===== config.mk =====
export PLATFORM = sky130hd
export DESIGN_NAME = pipelined_segment_adder
export DESIGN_NICKNAME = d
export VERILOG_FILES = /design/src/rtl/adder_pkg.sv /design/src/rtl/adder_segment.sv /design/src/rtl/pipelined_segment_adder.sv
export SDC_FILE = /design/constraint.sdc
export NUM_CORES = 1
export LEC_CHECK = 0
export CORE_UTILIZATION = 51
export CTS_BUF_LIST = sky130_fd_sc_hd__clkbuf_2
export DETAILED_ROUTE_END_ITERATION = 10
export GPL_ROUTABILITY_DRIVEN = 0
export GPL_TIMING_DRIVEN = 0
export PLACE_DENSITY = 0.87
export SLEW_MARGIN = 20
export SYNTH_ARGS = -nofsm -noshare
export SYNTH_HDL_FRONTEND = slang
export SYNTH_HIERARCHICAL = 1
export SYNTH_SLANG_ARGS = --single-unit

===== constraint.sdc =====
create_clock -name clk -period 2.1 [get_ports clk]
set_input_delay 0.42 -clock clk [delete_from_list [all_inputs] [get_ports clk]]
set_output_delay 0.42 -clock clk [all_outputs]
set_load 0.03 [all_outputs]

===== src/rtl/adder_pkg.sv =====
// Shared helpers for the pipelined segment adder: stage-count derivation
// and the width check used at elaboration.
package adder_pkg;

  // Number of SEG-bit segments (one pipeline stage each) in an N-bit add.
  function automatic int calc_stages(input int n, input int seg);
    return n / seg;
  endfunction

  // True when N splits evenly into at least one SEG-bit segment.
  function automatic bit widths_ok(input int n, input int seg);
    return (seg > 0) && (n >= seg) && ((n % seg) == 0);
  endfunction

endpackage


===== src/rtl/adder_segment.sv =====
// SEG-bit combinational ripple-carry slice. Besides the carry out it exposes
// the carry into its MSB so the top-level slice can form signed overflow.
module adder_segment #(
  parameter int SEG = 4
) (
  input  logic [SEG-1:0] a,
  input  logic [SEG-1:0] b,
  input  logic           ci,
  output logic [SEG-1:0] s,
  output logic           co,
  output logic           cm
);

  logic [SEG:0] c;

  assign c[0] = ci;

  for (genvar i = 0; i < SEG; i++) begin : g_bit
    assign s[i]   = a[i] ^ b[i] ^ c[i];
    assign c[i+1] = (a[i] & b[i]) | (c[i] & (a[i] ^ b[i]));
  end

  assign co = c[SEG];
  assign cm = c[SEG-1];

endmodule


===== src/rtl/pipelined_segment_adder.sv =====
// Pipelined N-bit add/subtract: one SEG-bit ripple segment per stage, carry
// registered between stages, valid/ready on both sides.
//
// Handshake: a beat moves across an interface on a rising edge where valid
// and ready are both high. A producer holds valid and its data stable until
// that edge; ready may depend combinationally on the downstream ready, but
// valid never depends on ready, so there is no in_valid -> out_valid path.
module pipelined_segment_adder
  import adder_pkg::*;
#(
  parameter int N   = 16,
  parameter int SEG = 4
) (
  input  logic         clk,
  input  logic         rst_n,
  input  logic         in_valid,
  output logic         in_ready,
  input  logic [N-1:0] a,
  input  logic [N-1:0] b,
  input  logic         cin,
  input  logic         sub,
  output logic         out_valid,
  input  logic         out_ready,
  output logic [N-1:0] sum,
  output logic         cout,
  output logic         ovf
);

  localparam int STAGES = calc_stages(N, SEG);

  if (!widths_ok(N, SEG)) begin : g_bad_widths
    $error("pipelined_segment_adder: N must be a non-zero multiple of SEG");
  end

  // Per-stage state: valid, operands still to be consumed by later stages
  // (b already inverted for subtract), partial sum, carry out and carry into
  // the segment MSB.
  logic [STAGES-1:0] v_q, v_d;
  logic [N-1:0]      a_q   [STAGES];
  logic [N-1:0]      a_d   [STAGES];
  logic [N-1:0]      b_q   [STAGES];
  logic [N-1:0]      b_d   [STAGES];
  logic [N-1:0]      sum_q [STAGES];
  logic [N-1:0]      sum_d [STAGES];
  logic [STAGES-1:0] c_q, c_d;
  logic [STAGES-1:0] cm_q, cm_d;

  logic [STAGES-1:0] adv;
  logic [STAGES-1:0] en;

  logic [N-1:0]      b_eff;
  logic [SEG-1:0]    seg_a [STAGES];
  logic [SEG-1:0]    seg_b [STAGES];
  logic [SEG-1:0]    seg_s [STAGES];
  logic [STAGES-1:0] seg_ci;
  logic [STAGES-1:0] seg_co;
  logic [STAGES-1:0] seg_cm;

  // Subtract is a + ~b + !cin: invert b up front and flip the carry-in.
  assign b_eff = sub ? ~b : b;

  for (genvar k = 0; k < STAGES; k++) begin : g_stage
    if (k == 0) begin : g_first
      assign seg_a[k]  = a[SEG-1:0];
      assign seg_b[k]  = b_eff[SEG-1:0];
      assign seg_ci[k] = cin ^ sub;
    end else begin : g_next
      assign seg_a[k]  = a_q[k-1][k*SEG +: SEG];
      assign seg_b[k]  = b_q[k-1][k*SEG +: SEG];
      assign seg_ci[k] = c_q[k-1];
    end

    adder_segment #(.SEG(SEG)) u_seg (
      .a  (seg_a[k]),
      .b  (seg_b[k]),
      .ci (seg_ci[k]),
      .s  (seg_s[k]),
      .co (seg_co[k]),
      .cm (seg_cm[k])
    );
  end

  // Backpressure chain: a stage advances when its successor is empty or
  // advancing; a stage may load when it is empty or advancing.
  always_comb begin
    adv = '0;
    adv[STAGES-1] = v_q[STAGES-1] & out_ready;
    for (int k = STAGES - 2; k >= 0; k--) begin
      adv[k] = v_q[k] & (~v_q[k+1] | adv[k+1]);
    end
    en = ~v_q | adv;
  end

  // Next-state for every stage: shift the beat forward and fill in its segment.
  always_comb begin
    v_d  = v_q;
    c_d  = c_q;
    cm_d = cm_q;
    for (int k = 0; k < STAGES; k++) begin
      a_d[k]   = a_q[k];
      b_d[k]   = b_q[k];
      sum_d[k] = sum_q[k];
    end

    if (en[0]) begin
      v_d[0] = in_valid;
      if (in_valid) begin
        a_d[0]            = a;
        b_d[0]            = b_eff;
        sum_d[0]          = '0;
        sum_d[0][SEG-1:0] = seg_s[0];
        c_d[0]            = seg_co[0];
        cm_d[0]           = seg_cm[0];
      end
    end

    for (int k = 1; k < STAGES; k++) begin
      if (en[k]) begin
        v_d[k] = v_q[k-1];
        if (v_q[k-1]) begin
          a_d[k]              = a_q[k-1];
          b_d[k]              = b_q[k-1];
          sum_d[k]            = sum_q[k-1];
          sum_d[k][k*SEG +: SEG] = seg_s[k];
          c_d[k]              = seg_co[k];
          cm_d[k]             = seg_cm[k];
        end
      end
    end
  end

  // Pipeline registers; reset discards every in-flight beat.
  always_ff @(posedge clk or negedge rst_n) begin
    if (!rst_n) begin
      v_q  <= '0;
      c_q  <= '0;
      cm_q <= '0;
      for (int k = 0; k < STAGES; k++) begin
        a_q[k]   <= '0;
        b_q[k]   <= '0;
        sum_q[k] <= '0;
      end
    end else begin
      v_q  <= v_d;
      c_q  <= c_d;
      cm_q <= cm_d;
      for (int k = 0; k < STAGES; k++) begin
        a_q[k]   <= a_d[k];
        b_q[k]   <= b_d[k];
        sum_q[k] <= sum_d[k];
      end
    end
  end

  assign in_ready  = en[0];
  assign out_valid = v_q[STAGES-1];
  assign sum       = sum_q[STAGES-1];
  assign cout      = c_q[STAGES-1];
  assign ovf       = cm_q[STAGES-1] ^ c_q[STAGES-1];

endmodule

======== Word-level counts from Yosys, hierarchy flattened ========
Cells that the tools add are included.
word-level totals
  bits in registers ....................... 145
  bits of input ports ..................... 38
cells by class
  muxes and demuxes ....................... 1
  bitwise operators ....................... 95
  reduce and logical (&&, ||, !) cells .... 4
operators by type and width
  kind               number
  $and A1 B1 Y1      36
  $xor A1 B1 Y1      34
  $or A1 B1 Y1       19
  $mux W16           1
  $not A16 Y16       1
  $reduce_and A2 Y1  4
  $not A4 Y4         1
  $or A4 B4 Y4       1
  $not A1 Y1         3

======== Logic depth before layout (Yosys ltp) ========
Gate-level depths: netlist of run 1.
  depth in word-level cells ............... 11
  gate-level depth with buffers ........... 10
  gate-level depth less buffers ........... 8

======== Modules after synthesis ========
The synthesis of run 1 kept the hierarchy.
by module, submodules not included
  module                   instances  cells an instance  area an instance (um2)  seq. area each (um2)
  pipelined_segment_adder  1          247                3936.3                  2427.3
  adder_segment            4          12                 110.1                   0.0

======== Least setup slack after synthesis of run 1 ========
OpenSTA, ideal clock, no wires.
  path kind ............................... input to register
  from .................................... input sub
  to ...................................... register sum_q[51] in the netlist's numbering
  setup time .............................. 0.125 ns
  data arrival time ....................... 2.754 ns
  required time ........................... 1.975 ns
  slack ................................... -0.779 ns
  stages .................................. 10
  buffers on the path ..................... 2
  cells stage by stage .................... buf_2 -> buf_2 -> xor2_1 -> fa_1 -> inv_1 -> fa_1 -> fa_1 -> inv_1 -> fa_1 -> mux2_2
RTL lines
  item                            RTL line                        source
  start: declaration              pipelined_segment_adder.sv:21   input logic sub,
  end signal: indexed assignment  pipelined_segment_adder.sv:150  sum_q[k] <= sum_d[k];
  end: declaration                pipelined_segment_adder.sv:43   logic [N-1:0] sum_q [STAGES];

==> qor.csv, run 1 <==
stage,metric,value,unit
synth,Synth top area share,55.5,%
critical_path,Critical Path Fanout Max,2,
critical_path,Crit path depth,7,
critical_path,r2r endpoint,sum_q[39]$_DFFE_PN0P_,
timing,count of pins over their slew limit,0,
placed_design,Buffers on Ports,56,
flow_run,Max Cap Viol,0,
timing,RSZ-0062 raised after global routing,true,
timing,Final WS setup,-0.107,ns
timing,hold_ws,0.260,ns
critical_path,CP endpoint,sum_q[39]$_DFFE_PN0P_,
detailed_routing,Residual DRC,0,
clock_tree,Num CTS Buffers,9,
synth,Main synth FF type,dfrtp_1,
grt,largest net degree at the start of global routing,73,
synth,Mapped Cells,295,
critical_path,Worst EP arrival,2.69,ns
synth,most common cell in the netlist,dfrtp_1,
placed_design,Placed Cells,457,
clock_tree,CTS root buffer,clkbuf_2,
timing,max_slew headroom,67.6,%
floorplan,Die Span Y,94.6,µm
detailed_routing,Vias per Instance,4.88,
critical_path,Critical path buffers and inverters,2,
detailed_routing,1st-iter DRT viols,76,
detailed_routing,Pre-antenna DRT Iters,4,
floorplan,FP Rows,33,
timing,crit share post-route,105,%
critical_path,CP top delay family,adder cells,
synth,Yosys cell types,15,
timing,Worst Skew,0.0258,ns
grt,Tot GR Track Use,18.0,%
clock_tree,worst-skew pair later-pin latency,0.55,ns
synth,Post-synth EDFFs,0,
clock_tree,H-tree depth,3,
grt,first-pass GRT wire length,11800,µm
final_layout,fill count,604,
power,leakage power,0.00245,µW
timing,post-layout min period,2.21,ns
synth,commonest cells in the synthesized netlist,"dfrtp_1 (97), mux2_2 (83), inv_1 (32), xor2_1 (18)",
timing,Final Setup Violations,3,
final_layout,fin nets,421,
grt,vias in the first global route,2388,
power,Worst VDD drop,0.547,mV
power,Power Density,1230,mW/mm²
clock_tree,CTS Buffer Depth,2,
critical_path,critical path launch point type,flop,
synth,asr flop ratio synth,100,%
floorplan,Ports,58,
timing,Least-Margin Pin Slew,0.485,ns
final_layout,area occupied by registers,0.00243,mm²
synth,syn nets,349,
synth,"top cells by area, synth","dfrtp_1 (55%), mux2_2 (21%), fa_1 (7.3%)",
final_layout,"non-filler cells, final",477,
synth,average cell area after synthesis,14.8,µm²
grt,antenna violations before repair,0,
critical_path,worst-path cell chain,"fa_2, inv_2, fa_2, fa_2, inv_2, fa_1, mux2_2",
final_layout,ant diodes,0,
critical_path,Crit. Startpoint,c_q[0]$_DFFE_PN0P_,
final_layout,layout cells sized above 1,44.4,%
floorplan,Die X,94.6,µm
critical_path,Worst R2R Start,c_q[0]$_DFFE_PN0P_,
critical_path,crit path capture type,flop,
critical_path,WP data required,2.58,ns
critical_path,Critical Path Most Common Cell,fa_2,
detailed_routing,WL final,7110,µm
synth,Synth area leader,dfrtp_1,
critical_path,Worst path slowest cell,dfrtp_1,
synth,Mapped Area,0.00438,mm²
critical_path,R2R cell count,7,
critical_path,R2R setup slack,-0.11,ns
synth,sequential share of the synthesized area,55.5,%
placed_design,Post-DP HPWL,5050,µm
final_layout,Area Overhead vs Synth,22.1,%
detailed_routing,"antenna viol nets, final",0,
floorplan,die area,0.00896,mm²
critical_path,slowest cell delay on critical path,0.45,ns
status,failing checks,negative setup slack,
detailed_routing,routed via count,2330,
final_layout,footprint of the multi-input gates,0.00172,mm²
floorplan,Core Area,0.00826,mm²
synth,Yosys Warn Count,6,
synth,Seq cells post-synth,97,
clock_tree,Worst-path clk slew,0.25,ns
clock_tree,clock sinks,97,
grt,gr ovfl total,0,
hold_path,Worst Hold Class,in -> async,
timing,FMAX,0.453,GHz
clock_tree,CTS tree,done,
detailed_routing,WL/cell,14.9,µm
critical_path,WS Path Type,reg -> reg,
status,status,"finished, violations left",
timing,final hold violations,0,
floorplan,Initial Utilization,53.0,%
==> report_power, final <==
group	switching (µW)	internal [µW]	leakage, µW	total [µW]
Combinational	1140	1390	0.00123	2530
Sequential	400	2550	0.00113	2950
Clock	584	503	0.0000931	1090
==> timing repair <==
action / 4_1_cts / 5_1_grt
endpoints found under the hold margin: 25 / 0
setup buffers: 1 / 3
cloned: 0 / 0
setup endpoints to repair: 23 / 9
hold buffers: 1 / 0
pin swaps: 4 / 6
resized for setup: 28 / 20
==> sequential cells by signal, indices dropped and copies added, names as in the netlist <==
register and flops:
a_q 24, b_q 24, sum_q 24, sum 16, c_q 4, v_q 4
cm_q 1
==> metrics by stage <==
stage	setup WS [ns]	total power, µW	TNS (ns)	cell area [µm²]	utilization (%)
floorplan	-0.460	4720	-0.948	4440	-
global placement	-2.74	5440	-271.45	5130	62.1
detailed placement	-0.785	5590	-7.14	5160	62.5
CTS	-0.114	6570	-0.287	5310	64.3
global route	-0.172	7000	-0.535	5350	64.7
finish	-0.107	6560	-0.280	5350	64.7
==> kinds of logic after synthesis <==
| group | after synthesis | share of synthesized area, % |
|---|---|---|
| buffers and inverters | 58 | 6.92 |
| AO/OA/AOI/OAI | 1 | 0.257 |
| XOR/XNOR | 18 | 3.60 |
| AND/OR/NAND/NOR | 12 | 1.66 |
| multiplexers | 93 | 24.8 |
| flip-flops | 97 | 55.5 |
| adder cells (fa/ha/maj) | 16 | 7.32 |
==> layout by cell type, fill, tap and decap left out <==
master,n
dfrtp_1,97
a21boi_2,1
clkdlybuf4s50_1,31
bufinv_16,3
dlymetal6s2s_1,3
clkinv_1,1
xor2_4,2
nand4b_1,1
mux2_4,11
clkinv_2,3
buf_2,7
fa_2,13
inv_2,7
nand2_1,4
clkbuf_2,11
inv_1,25
and4b_1,1
buf_4,20
dlygate4sd3_1,1
buf_12,1
xor2_1,16
mux2_2,82
buf_6,3
nand2b_1,5
buf_16,1
nand3b_1,1
fa_1,3
dlygate4sd2_1,18
==> worst min-delay path by stage <==
stage | start | endpoint | slack (ns) | cells past startpoint
final | rst_n | a_q[30]$_DFFE_PN0P_ | 0.26 | 2
after detailed placement | rst_n | sum[1]$_DFFE_PN0P_ | 0.30 | 1
after global placement | sum_q[35]$_DFFE_PN0P_ | sum_q[19]$_DFFE_PN0P_ | 0.48 | 1
after global routing | rst_n | a_q[30]$_DFFE_PN0P_ | 0.22 | 2
after floorplan | rst_n | a_q[28]$_DFFE_PN0P_ | 0.12 | 0
after CTS | rst_n | a_q[61]$_DFFE_PN0P_ | 0.24 | 2
==> per-layer routing <==
metal | up-vias | routed length, µm | track usage, %
met5 | - | 0 | 0
li1 | 1097 | - | -
met4 | 0 | 121 | 9.09
met1 | 1173 | 3220 | 23.5
met3 | 9 | 212 | 2.25
met2 | 51 | 3560 | 29.6
==> final cells by class <==
class	instances	share of cell area (%)
clock buffer	9	0.843
multi-input combinational	140	32.2
buffer	25	3.60
inverter	32	2.25
sequential	97	45.4
timing repair buffer	62	11.2
clock inverter	7	2.04
tap	105	2.46
Power figures use the tool's default switching activity.
==> run 2, diff against run 1 <==
ABC_CLOCK_PERIOD_IN_PS = 2100   (was not set)
==> results of run 2 <==
The final DEF is identical to that of run 1; final timing and power are the same.
==> run 3, diff against run 2 <==
SYNTH_HIERARCHICAL = not set   (was 1)
==> qor.csv, run 3 <==
stage,metric,value,unit
status,status,"finished, violations left",
status,failing checks,negative setup slack,
floorplan,Core Area,0.00830,mm²
clock_tree,H-tree depth,3,
timing,crit share post-route,106,%
critical_path,crit path capture type,flop,
detailed_routing,Vias per Instance,4.91,
critical_path,WS Path Type,reg -> reg,
timing,post-layout min period,2.22,ns
synth,commonest cells in the synthesized netlist,"dfrtp_1 (97), mux2_2 (65), inv_1 (31), buf_4 (19), fa_1 (16)",
placed_design,Post-DP HPWL,5110,µm
grt,gr ovfl total,0,
critical_path,slowest cell delay on critical path,0.44,ns
final_layout,fin util,63.6,%
timing,RSZ-0062 raised after global routing,true,
critical_path,WP data required,2.58,ns
clock_tree,Worst-path clk slew,0.24,ns
critical_path,CP top delay family,adder cells,
floorplan,Die X,94.9,µm
floorplan,die area,0.00900,mm²
critical_path,worst-path cell chain,"fa_2, inv_2, fa_2, fa_2, inv_2, fa_1, mux2_4",
timing,Final WS setup,-0.124,ns
synth,average cell area after synthesis,14.7,µm²
synth,Yosys Warn Count,0,
clock_tree,CTS Buffer Depth,2,
critical_path,Worst path slowest cell,dfrtp_1,
final_layout,layout cells sized above 1,38.1,%
grt,largest net degree at the start of global routing,76,
critical_path,Worst EP arrival,2.70,ns
detailed_routing,routed via count,2354,
critical_path,Critical Path Most Common Cell,fa_2,
placed_design,Buffers on Ports,56,
synth,most common cell in the netlist,dfrtp_1,
detailed_routing,WL final,6910,µm
detailed_routing,WL/cell,14.4,µm
flow_run,Max Cap Viol,0,
synth,Synth area leader,dfrtp_1,
final_layout,most frequent cells in the layout,"dfrtp_1 (97), mux2_2 (64), clkdlybuf4s50_1 (32), inv_1 (23), dlygate4sd2_1 (21)",
grt,Tot GR Track Use,17.3,%
final_layout,fill count,620,
placed_design,placement-stage cell area,0.00517,mm²
final_layout,Top Registers,"a_q x24, b_q x24, sum_q x24",
power,leakage power,0.00242,µW
timing,Worst Skew,0.0225,ns
clock_tree,CTS tree,done,
clock_tree,worst-skew pair later-pin latency,0.55,ns
synth,Mapped Area,0.00440,mm²
detailed_routing,"antenna viol nets, final",0,
synth,Synth top area share,55.2,%
floorplan,FP Rows,33,
timing,Least-Margin Pin Slew,0.357,ns
timing,max_slew headroom,76.2,%
grt,vias in the first global route,2374,
final_layout,Area Overhead vs Synth,20.0,%
clock_tree,clock sinks,97,
final_layout,"non-filler cells, final",479,
synth,sequential share of the synthesized area,55.2,%
synth,Yosys cell types,25,
clock_tree,CTS root buffer,clkbuf_2,
power,total power,6240,µW
floorplan,Die Span Y,94.9,µm
clock_tree,Num CTS Buffers,9,
power,Worst VDD drop,0.402,mV
synth,"top cells by area, synth","dfrtp_1 (55%), mux2_2 (17%), fa_1 (7.3%)",
critical_path,critical path launch point type,flop,
detailed_routing,Residual DRC,0,
grt,antenna violations before repair,1,
synth,asr flop ratio synth,100,%
final_layout,"commonest non-fill, non-tap cell in the layout",dfrtp_1,
floorplan,Initial Utilization,53.0,%
synth,Seq cells post-synth,97,
critical_path,Critical path buffers and inverters,2,
critical_path,Critical Path Fanout Max,2,
detailed_routing,1st-iter DRT viols,105,
timing,count of pins over their slew limit,0,
timing,Final Setup Violations,2,
timing,FMAX,0.450,GHz
power,Power Density,1180,mW/mm²
grt,first-pass GRT wire length,11300,µm
final_layout,design area,0.00528,mm²
hold_path,Worst Hold Class,in -> async,
floorplan,Ports,58,
detailed_routing,Pre-antenna DRT Iters,2,
synth,syn nets,354,
final_layout,fin nets,423,
synth,Main synth FF type,dfrtp_1,
placed_design,Placed Cells,462,
synth,Post-synth EDFFs,0,
synth,Mapped Cells,300,
timing,final hold violations,0,
## run 3: cell types whose count changed after synthesis, sizes merged, moves of 3 or more
cell	before	now
xor2	18	15
nand2b	5	2
xnor2	0	3
o21ai	0	13
mux2	93	79
mux2i	0	9
## run 3: metrics by stage
step / hold slack (ns) / TNS, ns / setup slack [ns]
after floorplan: 0.124 / -1.07 / -0.514
after global placement: 0.464 / -266.96 / -2.73
after detailed placement: 0.285 / -3.10 / -0.735
after CTS: 0.205 / -0.312 / -0.130
after global routing: 0.210 / -0.342 / -0.177
final: 0.239 / -0.125 / -0.124
## run 3: repair_timing
item | CTS | global route
resized for setup | 33 | 12
pin swaps | 6 | 5
setup endpoints to repair | 25 | 6
setup buffers | 0 | 1
hold endpoints to repair | 85 | 0
hold buffers | 1 | 0
## run 3: metal layers
layer | track usage, % | part of all wire, %
met1 | 22.3 | 44
met2 | 27.9 | 50
met3 | 3.38 | 2.9
met4 | 9.22 | 2.5
met5 | 0 | 0
## run 3: area by class of cell
cell class | instances | area [µm²] | area share (%)
Antenna cell | 1 | 2.50 | 0.0474
Buffer | 26 | 233 | 4.41
Clock buffer | 9 | 45.0 | 0.853
Clock inverter | 6 | 58.8 | 1.11
Inverter | 31 | 116 | 2.20
Multi-Input combinational cell | 145 | 1680 | 31.9
Sequential cell | 97 | 2430 | 46.0
Tap cell | 105 | 131 | 2.49
Timing Repair Buffer | 59 | 584 | 11.1
## run 3: cell families after synthesis
logic type | after synthesis | share of synthesized area (%)
XOR/XNOR | 18 | 3.58
buffers and inverters | 58 | 7.71
AO/OA/AOI/OAI | 15 | 2.25
flip-flops | 97 | 55.2
AND/OR/NAND/NOR | 8 | 1.17
multiplexers | 88 | 22.9
adder cells (fa/ha/maj) | 16 | 7.28
## run 3: worst paths after layout
check,from,endpoint,slack (ns),cells past startpoint
max,c_q[2]$_DFFE_PN0P_,sum[15]$_DFFE_PN0P_,-0.12,7
min,rst_n,a_q[40]$_DFFE_PN0P_,0.24,2
max reg2reg,c_q[2]$_DFFE_PN0P_,sum[15]$_DFFE_PN0P_,-0.12,7
min reg2reg,a_q[61]$_DFFE_PN0P_,a_q[45]$_DFFE_PN0P_,0.51,1
max in group asynchronous,rst_n,a_q[59]$_DFFE_PN0P_,1.25,3
min in group clk,sub,b_q[53]$_DFFE_PN0P_,0.24,3
## run 3: report_power, final
group          total [µW]  internal (µW)  switching [µW]  leakage, µW
registers            2930           2540             385      0.00113
logic                2470           1310            1160      0.00123
clock network         843            263             581    0.0000632
